===== src/rtl/scroll_pkg.sv =====
// Shared types and constants for the scrolling 7-segment message controller.
package scroll_pkg;

  localparam int CHAR_W = 5;
  localparam logic [CHAR_W-1:0] BLANK_CHAR = '0;

  typedef enum logic {
    IDLE   = 1'b0,
    SCROLL = 1'b1
  } state_t;

endpackage


===== src/rtl/scroll_tick_gen.sv =====
// Free-running step divider: counts 0..TICK_DIV-1 while enabled, tick at the top count.
module scroll_tick_gen #(
  parameter int TICK_DIV = 25_000_000
) (
  input  logic clk,
  input  logic rst_n,
  input  logic enable,
  input  logic clear,
  output logic tick
);

  localparam int CNT_W = (TICK_DIV > 1) ? $clog2(TICK_DIV) : 1;
  localparam logic [CNT_W-1:0] LAST = CNT_W'(TICK_DIV - 1);

  logic [CNT_W-1:0] r_count;

  always_ff @(posedge clk or negedge rst_n) begin
    if (!rst_n) begin
      r_count <= '0;
    end else if (clear) begin
      r_count <= '0;
    end else if (enable) begin
      r_count <= (r_count == LAST) ? '0 : r_count + 1'b1;
    end
  end

  // A stop or clear in the top-count cycle still lets that tick out.
  assign tick = enable && (r_count == LAST);

endmodule


===== src/rtl/scroll_ctrl.sv =====
// Loads a message into an external character buffer and scrolls it across a
// window of 7-segment digits, one digit per tick, newest character at digit 0.
module scroll_ctrl
  import scroll_pkg::*;
#(
  parameter int BUFFER_SIZE = 16,
  parameter int NUM_DIGITS  = 6,
  parameter int TICK_DIV    = 25_000_000
) (
  input  logic                          clk,
  input  logic                          rst_n,
  input  logic                          cmd_clear,
  input  logic                          wr_valid,
  input  logic [CHAR_W-1:0]             wr_data,
  output logic                          wr_ready,
  input  logic                          start,
  input  logic                          stop,
  output logic                          buffer_clear,
  output logic                          buffer_write,
  output logic [CHAR_W-1:0]             buffer_data,
  output logic                          next_char,
  input  logic [CHAR_W-1:0]             hex_char,
  output logic [NUM_DIGITS*CHAR_W-1:0]  display,
  output logic                          busy,
  output logic [$clog2(BUFFER_SIZE):0]  msg_len
);

  localparam int LEN_W  = $clog2(BUFFER_SIZE) + 1;
  localparam int DISP_W = NUM_DIGITS * CHAR_W;
  localparam logic [LEN_W-1:0] FULL_LEN = LEN_W'(BUFFER_SIZE);

  state_t              r_state;
  state_t              w_state_nxt;
  logic                w_wr_ready;
  logic                w_hs;
  logic                w_tick;
  logic                w_cnt_clear;
  logic                r_shift_pend;
  logic                r_buffer_write;
  logic                r_buffer_clear;
  logic [CHAR_W-1:0]   r_buffer_data;
  logic [LEN_W-1:0]    r_msg_len;
  logic [DISP_W-1:0]   r_display;

  always_ff @(posedge clk or negedge rst_n) begin
    if (!rst_n) begin
      r_state <= IDLE;
    end else begin
      r_state <= w_state_nxt;
    end
  end

  // Host writes are only ever accepted in IDLE, so start and a write can
  // coincide: the write lands and the same edge enters SCROLL.
  always_comb begin
    w_state_nxt = r_state;
    w_wr_ready  = (r_state == IDLE) && (r_msg_len < FULL_LEN) && !cmd_clear;
    w_hs        = wr_valid && w_wr_ready;
    w_cnt_clear = (r_state != SCROLL) || stop || cmd_clear;
    if (cmd_clear) begin
      w_state_nxt = IDLE;
    end else begin
      case (r_state)
        IDLE:    if (start && ((r_msg_len != '0) || w_hs)) w_state_nxt = SCROLL;
        SCROLL:  if (stop) w_state_nxt = IDLE;
        default: w_state_nxt = IDLE;
      endcase
    end
  end

  scroll_tick_gen #(
    .TICK_DIV (TICK_DIV)
  ) u_tick (
    .clk    (clk),
    .rst_n  (rst_n),
    .enable (r_state == SCROLL),
    .clear  (w_cnt_clear),
    .tick   (w_tick)
  );

  always_ff @(posedge clk or negedge rst_n) begin
    if (!rst_n) begin
      r_buffer_write <= 1'b0;
      r_buffer_data  <= '0;
      r_buffer_clear <= 1'b0;
      r_shift_pend   <= 1'b0;
      r_msg_len      <= '0;
      r_display      <= '0;
    end else begin
      r_buffer_write <= w_hs;
      if (w_hs) r_buffer_data <= wr_data;
      r_buffer_clear <= cmd_clear;
      // hex_char arrives one cycle after next_char, so the shift is deferred.
      r_shift_pend   <= w_tick && !cmd_clear;
      if (cmd_clear) begin
        r_msg_len <= '0;
        r_display <= {NUM_DIGITS{BLANK_CHAR}};
      end else begin
        if (w_hs) r_msg_len <= r_msg_len + 1'b1;
        if (r_shift_pend) r_display <= {r_display[DISP_W-CHAR_W-1:0], hex_char};
      end
    end
  end

  assign wr_ready     = w_wr_ready;
  assign buffer_clear = r_buffer_clear;
  assign buffer_write = r_buffer_write;
  assign buffer_data  = r_buffer_data;
  assign next_char    = w_tick;
  assign display      = r_display;
  assign busy         = (r_state == SCROLL);
  assign msg_len      = r_msg_len;

endmodule


===== config.mk =====
export PLATFORM = sky130hd
export DESIGN_NAME = scroll_ctrl
export DESIGN_NICKNAME = d
export VERILOG_FILES = /design/src/rtl/scroll_pkg.sv /design/src/rtl/scroll_tick_gen.sv /design/src/rtl/scroll_ctrl.sv
export SDC_FILE = /design/constraint.sdc
export NUM_CORES = 1
export LEC_CHECK = 0
export CORE_ASPECT_RATIO = 1.75
export CORE_UTILIZATION = 45
export DETAILED_ROUTE_END_ITERATION = 8
export PLACE_DENSITY = 0.71
export SYNTH_ARGS = -nofsm -noshare
export SYNTH_HDL_FRONTEND = slang
export SYNTH_SLANG_ARGS = --single-unit

===== constraint.sdc =====
create_clock -name clk -period 4 [get_ports clk]
set_input_delay 0.8 -clock clk [delete_from_list [all_inputs] [get_ports clk]]
set_output_delay 0.8 -clock clk [all_outputs]
set_load 0.01 [all_outputs]

==> results.md <==
- Status: completed
- Pin count of the biggest net entering global routing: 47
- Num ports: 61
- DP Worst Slack: about 1.1 ns
- #FFs+latches synth: 69
- CTS H-Tree Depth: 3
- Period Utilization, post-route: 0.741
- Post-synth EDFFs: 0
- Clock power share: 0.459
- Worst R2R Path Depth: 4
- VDD IR max: around 0.00034 V
- Clock Tree Buf Depth: 2
- Core Rows: 39
- Sequential area share after synthesis: 0.557
- Psw: between 0.3 and 0.4 mW
- Initial antenna violation count: 0
- RR Endpoint: u_tick.r_count[5]
- Worst setup margin: a little over 1 ns
- CP required: 3.20 ns
- Final Setup Violations: 0
- Postcts setup bufs: 0
- Primary FF master, synth: dfrtp_1
- Sink Count: slightly below 70
- Antenna-violating nets left: 0
- CTS tree: built
- DRT Wirelength: roughly 6.4 mm
- Logic pwr share: 0.068
- Synth top area share: 0.557
- Total grt overflow: 0
- ANT cells: 0
- Worst R2R Start: u_tick.r_count[9]
- Via count: 2,257
- Share of layout cells above drive strength 1: 0.114
- Syn Area/Cell: about 11 um2
- CTS buffer count: 9
- Final hold viol count: 0
- Initial Utilization: 0.471
- Async SR Flop Fraction: 1.00
- Slew Limit Headroom: 0.275
- Core area: roughly 0.0066 mm2
- Slew Viols, Final: 0
- DRC errors left: 0
- Gr usage total: 0.197
- Post-DP HPWL: approximately 4.4 mm
- Worst R2R Setup Slack: roughly 1.8 ns
- Syn Nets: about 300
- Port Buf Inserts: 60
- Die height: 112 um
- P_leak: 1.61 nW
- Initial drt markers: 130
- Nets: roughly 360
- Post-Synthesis Cells: roughly 280
- Fillers: 575
- Root buffer cell: clkbuf_16
- Type of the most critical hold path: flop to flop
- Skew final: roughly 0.0038 ns
- CP Max Fanout: 5
- Max_cap viols: 0
- P&R area growth vs syn: 29.6%
- Synth Warn #: 0
- RSZ-0062 raised after global routing: false
- Hold path cells: 1
- Routability cong.: approximately 0.82
- Peak Freq: 338 MHz
- Hold endpoint: u_tick.r_count[0]
- Drt wl/cell: between 10 and 15 um
- PostCTS Resize Cnt: 0
- First-pass GRT wire length: about 11 mm
- Synthesized area: ~0.0031 mm2
- Pint: about 1.2 mW
- 1st-pass router iterations: 5
- Most area-hungry cell type in the Yosys netlist: dfrtp_1
- Minimum clock period: around 3 ns
- Vias per cell: about 5.3
- Hold buffer count at CTS: 0
- Worst slew pin tran: between 1 and 1.5 ns
- Ranking of synthesized cells by area: dfrtp_1 56%, mux2i_1 9.7%, nor2_1 6.1%
- Critical path startpoint category: flop
- Chip width: 64.8 um
- Cell Pwr Density: between 300 and 400 mW/mm2
- Switch share: 0.228
- Sequential share of power: 0.472
- DIE AREA: between 0.007 and 0.008 mm2
- Vias in the first global route: approximately 2,200
- CP endpoint kind: output pin
- Clk_lat worst skew: ~0.33 ns
- Setup TNS Final: 0 ns
- Setup CP Type: flop to output pin
- Post-synth cell types: 40
- Crit path arrival time: ~2.2 ns
- CTS clk-pin slew, worst paths: ~0.050 ns
- HP Start: u_tick.r_count[0]
## worst max-delay path, stage by stage, from the launching register on
cell and delay (ns):
dfrtp_1 0.43, nor4b_1 0.36, nand4_1 0.24, nor3_1 0.24
clkdlybuf4s50_1 0.57
## through the flow
| stage | hold slack, ns | util | instances | total power, mW | area (um2) |
|---|---|---|---|---|---|
| 2_1_floorplan | 0.425 | - | 276 | 0.773 | 3100 |
| 3_3_place_gp | 0.436 | 0.569 | 408 | 0.840 | 3750 |
| 3_5_place_dp | 0.447 | 0.569 | 408 | 0.844 | 3750 |
| 4_1_cts | 0.454 | 0.610 | 424 | 1.55 | 4020 |
| 5_1_grt | 0.477 | 0.610 | 424 | 1.59 | 4020 |
| 6_report | 0.452 | 0.610 | 424 | 1.53 | 4020 |
## power by group through the flow
stage / Sequential (mW) / Clock, mW / Combinational [mW]
finish: 0.724 / 0.704 / 0.105
global route: 0.726 / 0.752 / 0.114
CTS: 0.724 / 0.723 / 0.108
detailed placement: 0.736 / 0 / 0.107
global placement: 0.735 / 0 / 0.105
floorplan: 0.742 / 0 / 0.0305
## worst max path at each step
stage,from,cells after the start,endpoint
4_1_cts,u_tick.r_count[9],4,next_char
3_3_place_gp,cmd_clear,3,wr_ready
3_5_place_dp,cmd_clear,3,wr_ready
6_report,u_tick.r_count[9],4,next_char
5_1_grt,u_tick.r_count[0],5,next_char
2_1_floorplan,cmd_clear,2,wr_ready
## cell type report
class                   instances  area (um2)  area share
clock inverters                 7        42.5      0.0106
flip-flops and latches         69        1730       0.430
well taps                      82         103      0.0255
clock buffers                   9         225      0.0560
repair buffers                 64         626       0.156
multi-input cells             189        1280       0.319
inverters                       4        15.0     0.00374
## state kept, by name (all words and copies together), names as in the netlist
register,count
msg_len,5
display,30
busy,1
buffer_clear,1
u_tick.r_count,25
buffer_data,5
r_shift_pend,1
buffer_write,1
## per-layer routing
| layer | routed length [um] | up-vias | track usage |
|---|---|---|---|
| li1 | - | 1094 | - |
| met1 | 2680 | 1094 | 0.233 |
| met2 | 3260 | 57 | 0.327 |
| met3 | 264 | 12 | 0.0512 |
| met4 | 147 | 0 | 0.0933 |
| met5 | 0 | - | 0 |
## cells in the final DEF (no fill, tap or decap), types with 2 or more instances in the layout
cell / count
or4_4: 2
a21oi_1: 7
a21oi_2: 2
ha_1: 3
clkinv_2: 5
nand3_1: 9
nand4_1: 9
or4_1: 4
xor2_1: 9
clkinv_4: 2
o31ai_1: 7
o21ai_0: 5
nor3_1: 5
xnor2_1: 6
dfrtp_1: 69
nor4_1: 2
nand2_1: 12
and4_2: 2
and3_1: 2
inv_1: 4
mux2_2: 5
buf_4: 4
or3_1: 2
clkbuf_16: 9
nor2_1: 50
nand2b_1: 2
clkdlybuf4s50_1: 59
mux2i_1: 30
## cells in the mapped netlist, types with 2 or more instances
master     n
inv_1      4
dfrtp_1   69
xor2_1     9
nand2b_1   2
nor3_1     5
ha_1       3
nor2_1    50
nor4b_1    2
a21oi_2    2
nor4_1     2
clkbuf_1   7
or4_4      2
buf_2      2
and3_1     2
or3_1      2
nand3_1    9
o31ai_1    7
nand4_1    9
mux2i_1   30
nand2_1   12
buf_6      4
xnor2_1    6
or4_1      4
a21oi_1    7
mux2_2     5
and4_2     2
o21ai_0    5
## kinds of logic after synthesis
| family | after synthesis | synth area share |
|---|---|---|
| and+or+nand+nor | 112 | 0.191 |
| DFF | 69 | 0.557 |
| muxes | 35 | 0.115 |
| AOI/OAI and AO/OA | 24 | 0.0504 |
| buffers and inverters | 18 | 0.0323 |
| xor gates and xnor gates | 15 | 0.0424 |
| adders and majority gates | 3 | 0.0121 |
(Power assumes the default switching activity.)
